### src/rtl/booth_radix4_seq.sv
// booth_radix4_seq
//   Sequential signed radix-4 Booth multiplier datapath. It exposes the
//   current 3-bit multiplier window and consumes the add/noop/dbl controls
//   returned by an external combinational Booth decoder in the same cycle.
//   A WIDTH x WIDTH signed multiply takes WIDTH/2 RUN steps plus one DONE
//   cycle.
//
// Ports
//   clock           rising-edge clock
//   reset           asynchronous active-high reset
//   start           operands valid, sampled only in IDLE
//   multiplicand    signed M (WIDTH)
//   multiplier      signed Q (WIDTH)
//   lsb_multiplier  current Booth window {P[2],P[1],P[0]}, 3'b000 outside RUN
//   add/noop/dbl    decoded Booth controls from the external decoder
//   busy            high while stepping (RUN)
//   done            one-cycle pulse when product/ovf are valid
//   product         signed M*Q (2*WIDTH), held until the next DONE
//   ovf             product does not fit in WIDTH signed bits
module booth_radix4_seq #(
  parameter int WIDTH = 32
) (
  input  logic                 clock,
  input  logic                 reset,
  input  logic                 start,
  input  logic [WIDTH-1:0]     multiplicand,
  input  logic [WIDTH-1:0]     multiplier,
  output logic [2:0]           lsb_multiplier,
  input  logic                 add,
  input  logic                 noop,
  input  logic                 dbl,
  output logic                 busy,
  output logic                 done,
  output logic [2*WIDTH-1:0]   product,
  output logic                 ovf
);

  // The accumulator field needs two guard bits so that +/-2M partial sums
  // never wrap; P is therefore {A, Q, 1'b0} = (WIDTH+2)+WIDTH+1 bits.
  localparam int AW    = WIDTH + 2;
  localparam int PW    = AW + WIDTH + 1;
  localparam int STEPS = WIDTH / 2;
  localparam int CW    = $clog2(STEPS) + 1;

  typedef enum logic [1:0] {IDLE, RUN, DONE} state_t;

  state_t               state_reg, state_next;
  logic [WIDTH-1:0]     m_reg, m_next;
  logic [PW-1:0]        p_reg, p_next;
  logic [CW-1:0]        cnt_reg, cnt_next;
  logic [2*WIDTH-1:0]   product_reg, product_next;
  logic                 ovf_reg, ovf_next;

  logic [AW-1:0]        m_ext;
  logic [AW-1:0]        magnitude;
  logic [AW-1:0]        addend;
  logic [AW-1:0]        acc_sum;
  logic [PW-1:0]        shifted;
  logic [2*WIDTH-1:0]   prod_cand;
  logic [WIDTH:0]       prod_top;
  logic                 ovf_cand;

  // Datapath for one Booth step: select the addend from the decoder's
  // controls, accumulate into the upper field, then arithmetic-shift by 2.
  always_comb begin
    m_ext     = {{2{m_reg[WIDTH-1]}}, m_reg};
    magnitude = dbl ? {m_ext[AW-2:0], 1'b0} : m_ext;
    // noop wins over add/dbl so an inconsistent decoder output adds nothing.
    if (noop) begin
      addend = '0;
    end else if (add) begin
      addend = magnitude;
    end else begin
      addend = -magnitude;
    end
    acc_sum   = p_reg[PW-1 -: AW] + addend;
    shifted   = $signed({acc_sum, p_reg[WIDTH:0]}) >>> 2;
    prod_cand = shifted[2*WIDTH:1];
    // Fits in WIDTH signed bits only when the sign bit of the low half
    // matches every bit above it.
    prod_top  = prod_cand[2*WIDTH-1:WIDTH-1];
    ovf_cand  = ~((&prod_top) | ~(|prod_top));
  end

  // Next-state and register-update logic.
  always_comb begin
    state_next   = state_reg;
    m_next       = m_reg;
    p_next       = p_reg;
    cnt_next     = cnt_reg;
    product_next = product_reg;
    ovf_next     = ovf_reg;
    unique case (state_reg)
      IDLE: begin
        if (start) begin
          m_next     = multiplicand;
          p_next     = {{AW{1'b0}}, multiplier, 1'b0};
          cnt_next   = '0;
          state_next = RUN;
        end
      end
      RUN: begin
        p_next   = shifted;
        cnt_next = cnt_reg + CW'(1);
        if (cnt_reg == CW'(STEPS - 1)) begin
          // Last step: capture the result so it is visible in the DONE cycle.
          product_next = prod_cand;
          ovf_next     = ovf_cand;
          state_next   = DONE;
        end
      end
      DONE: begin
        state_next = IDLE;
      end
      default: begin
        state_next = IDLE;
      end
    endcase
  end

  always_ff @(posedge clock or posedge reset) begin
    if (reset) begin
      state_reg   <= IDLE;
      m_reg       <= '0;
      p_reg       <= '0;
      cnt_reg     <= '0;
      product_reg <= '0;
      ovf_reg     <= 1'b0;
    end else begin
      state_reg   <= state_next;
      m_reg       <= m_next;
      p_reg       <= p_next;
      cnt_reg     <= cnt_next;
      product_reg <= product_next;
      ovf_reg     <= ovf_next;
    end
  end

  assign busy           = (state_reg == RUN);
  assign done           = (state_reg == DONE);
  assign lsb_multiplier = busy ? p_reg[2:0] : 3'b000;
  assign product        = product_reg;
  assign ovf            = ovf_reg;

endmodule
### config.mk
export PLATFORM = sky130hd
export DESIGN_NAME = booth_radix4_seq
export DESIGN_NICKNAME = d
export VERILOG_FILES = /design/src/rtl/booth_radix4_seq.sv
export SDC_FILE = /design/constraint.sdc
export NUM_CORES = 1
export LEC_CHECK = 0
export CAP_MARGIN = 25
export CELL_PAD_IN_SITES_DETAIL_PLACEMENT = 2
export CELL_PAD_IN_SITES_GLOBAL_PLACEMENT = 2
export CORE_MARGIN = 8
export CORE_UTILIZATION = 34
export DETAILED_ROUTE_END_ITERATION = 10
export PLACE_DENSITY = 0.78
export RECOVER_POWER = 50
export SLEW_MARGIN = 5
export SYNTH_ARGS = -nofsm -noshare
export SYNTH_HDL_FRONTEND = slang
export SYNTH_SLANG_ARGS = --single-unit
### constraint.sdc
create_clock -name clock -period 5.85 [get_ports clock]
set_input_delay 0.585 -clock clock [delete_from_list [all_inputs] [get_ports clock]]
set_output_delay 0.585 -clock clock [all_outputs]
set_load 0.01 [all_outputs]
==> reports/results.ini <==
[place]
dp.final_hpwl_um=27490
preCtsSetupSlack_ps=-244.6
port_buffers=139
dp.cells=1710
finalWeightedCongestion=0.8578

[cts]
clock_sink_count=169
ctsHtreeMaxLevel=4
clock_tree.root_cell=clkbuf_16
worst_setup_hold_path_clk_slew_ps=70
numCtsBuffers=17
post-cts-setup-buffers=0
clk-insertion-delay-late_ps=460
cts_tree=done
cts.path.max_buffers=2

[route]
route.layer.met1.wl_um=14840
routed-via-count=9568
wl_per_cell_um=21.45
met2_wire_length_um=19910
remaining_routing_drc_violations=0
routed-wl-met3_um=1775
ant_nets=0
routed_wirelength_um=37390
detail_route.iter0.violations=316
detail_route.first_pass.iterations=4
highest_layer=met5
route.detailed.vias_per_inst=5.489

[logic_synthesis]
postSynthCellCount=1172
synth_compound_area_share_pct=19.73
yosys-mux-area-fraction_pct=11.33
yosysWarningCount=0
synth_seq_cells=169
fraction_of_the_yosys_area_taken_by_sequential_cells_pct=40.41
synthXorXnorAreaFrac_pct=3.682
synthSimpleGateAreaFrac_pct=16.45
async_set_or_reset_register_ratio_after_synthesis_pct=100.0
count_of_flip_flops_with_a_built_in_enable_after_synthesis=0
syn-num-nets=1279
synth.cell_area_sq_mm=0.01047
yosysUniqueCellTypes=69
postSynthAreaPerCell_sq_um=8.930
synth_fa_ha_area_share_pct=4.495
ys_dominant_reg_cell=dfrtp_1
synth_top_family_by_area=compound AO/OA/AOI/OAI gates

[sta]
slew-limit-headroom_pct=-120.3
final.setup_skew_ps=14.68
fin_tns_setup_ps=0
finalSetupViolCount=0
hold_violations=0
max_transition_viols_final=264
timing.hold.ws_ps=478.4
finalCritPeriodShare_pct=94.31
max_freq_mhz=181.3
worst-slew-pin-transition_ps=3287
post-route-worst-setup-slack_ps=333.1
timing.final.crit_period_ps=5517
rsz0062_at_grt=no

[power_and_ir_drop]
max-vdd-ir-drop_mv=0.2826
p_leak_nw=5.652
power_density_mw_per_mm2=604.7

[setup_path]
cp.required_ps=6190
cpPeakStageDelay_ps=560
critical_setup_path_kind=in -> reg
endpoint_kind=flip-flop
cp_data_arrival_time_ps=5860
timing.critical_path.from_type=primary input
critical-path-slowest-cell=clkdlybuf4s50_1
crit_fanout=5

[global_route]
first_global_vias=10920
grt.overflow.total=0
grt_first_pass_wirelength_um=59940
grt_max_degree=81
number_of_antenna_violations_at_the_first_check_in_global_routing=2
grt_util_all_layers_pct=20.74

[hold_path]
min-delay-path-class=reg -> reg

[cells_and_area]
layout.nets=1441
finalNonFillerCells=1743
largest_register_ff_count=65
num_antenna_cells=0
drive_gt1_share_pct=15.74
synthToLayoutAreaGrowth_pct=26.78
utilization_pct=43.61

[die]
full_die_area_sq_mm=0.03665
starting_utilization_of_the_core_area_pct=34.40
floorplan.die.height_um=191.5
core.rowCount=64
design.portCount=140
chipWidth_um=191.5
core_region_area_sq_mm=0.03043

[run_status]
violations_in_the_final_reports=max-capacitance violations, max-slew violations
run_status=finished with violations

[flow_run]
drv_cap=5

-- cells in the final DEF (no fill, tap or decap), drive strengths merged, types with 36 or more instances in the layout --
cell type        n
mux2i           45
nand2          157
a21oi           72
dfrtp          169
dlygate4sd3     67
nor2            89
mux2            65
buf             84
o21ai          125
ha              36
clkdlybuf4s50   72
-- stage by stage --
stage               area [sq um]  power [mW]
floorplan                  10480       4.848
global placement           12700       6.767
detailed placement         12700       6.994
CTS                        13250       8.180
global route               13270       8.674
finish                     13270       8.023
-- power by group --
group	total (mW)	leakage, nW	switching (mW)	internal [mW]
combinational	4.58	3.31	2.49	2.09
sequential	2.35	2.06	0.620	1.73
clock	1.10	0.278	0.531	0.566
total	8.02	5.65	3.64	4.38
-- repair_timing --
| action | 4_1_cts | 5_1_grt |
|---|---|---|
| resized for setup | 0 | 9 |
| hold buffers | 0 | 0 |
| endpoints found under the setup margin | 0 | 1 |
-- worst paths after layout --
check                                              start                       to  slack (ps)  cells past startpoint
worst max-delay path                                 dbl          ovf$_DFFE_PP0P_         330                     28
worst min-delay path             product[62]$_DFFE_PP0P_  product[62]$_DFFE_PP0P_         480                      2
worst max register to register  state_reg[1]$_DFFE_PP0P_          ovf$_DFFE_PP0P_         570                     13
worst min register to register   product[62]$_DFFE_PP0P_  product[62]$_DFFE_PP0P_         480                      2
max in group asynchronous                          reset    p_reg[58]$_DFFE_PP0P_        1330                      3
min in group asynchronous                          reset     m_reg[0]$_DFFE_PP0P_        1540                      2
-- metal layers --
metal  up-vias  global-route usage, %
met2       142                  38.49
li1       4532                      -
met4         4                  6.690
met1      4844                  22.19
met5         -                      0
met3        46                  6.038
-- worst max-delay path: cells and delay by family --
| family | cells | cell delay, ps |
|---|---|---|
| muxes | 1 | 280 |
| adders and majority gates | 2 | 610 |
| buffers and inverters | 5 | 1170 |
| and+or+nand+nor | 11 | 1850 |
| AOI/OAI and AO/OA | 8 | 1150 |
| xor gates and xnor gates | 1 | 200 |
-- cells by family (layout without fill, tap and decap cells) --
logic type      Yosys count  after routing
compound gates          338            338
xor+xnor                 44             44
fa+ha+maj                37             37
buf+inv                 104            279
flops                   169            169
mux                     110            110
simple gates            370            370
-- area by class of cell --
type / instances / area (sq um)
fill: 3329 / 17160
multi-input combinational: 899 / 5882
sequential: 169 / 4229
timing repair buffer: 227 / 2037
tap: 396 / 495.5
clock buffer: 19 / 442.9
clock inverter: 13 / 106.4
inverter: 20 / 76.32
-- synthesized netlist by cell type, drive strengths merged (4+ instances only) --
master | number | area share [%]
a211oi | 12 | 0.91
a21o | 13 | 0.93
a21oi | 72 | 3.4
a31oi | 20 | 1.2
and2 | 10 | 0.60
buf | 9 | 0.50
clkbuf | 75 | 2.7
dfrtp | 169 | 40
ha | 36 | 4.3
inv | 19 | 0.68
mux2 | 65 | 7.0
mux2i | 45 | 4.3
nand2 | 157 | 5.6
nand2b | 10 | 0.60
nand3 | 18 | 0.86
nand4 | 10 | 0.66
nor2 | 89 | 3.2
nor2b | 6 | 0.36
nor3 | 23 | 1.1
nor3b | 5 | 0.36
nor4 | 8 | 0.48
o211ai | 21 | 1.5
o21a | 4 | 0.29
o21ai | 125 | 6.0
o21bai | 9 | 0.65
o22ai | 34 | 2.0
or2 | 6 | 0.36
or3 | 9 | 0.54
or4 | 7 | 0.57
xnor2 | 20 | 1.7
xor2 | 24 | 2.0
(Power assumes the default switching activity.)
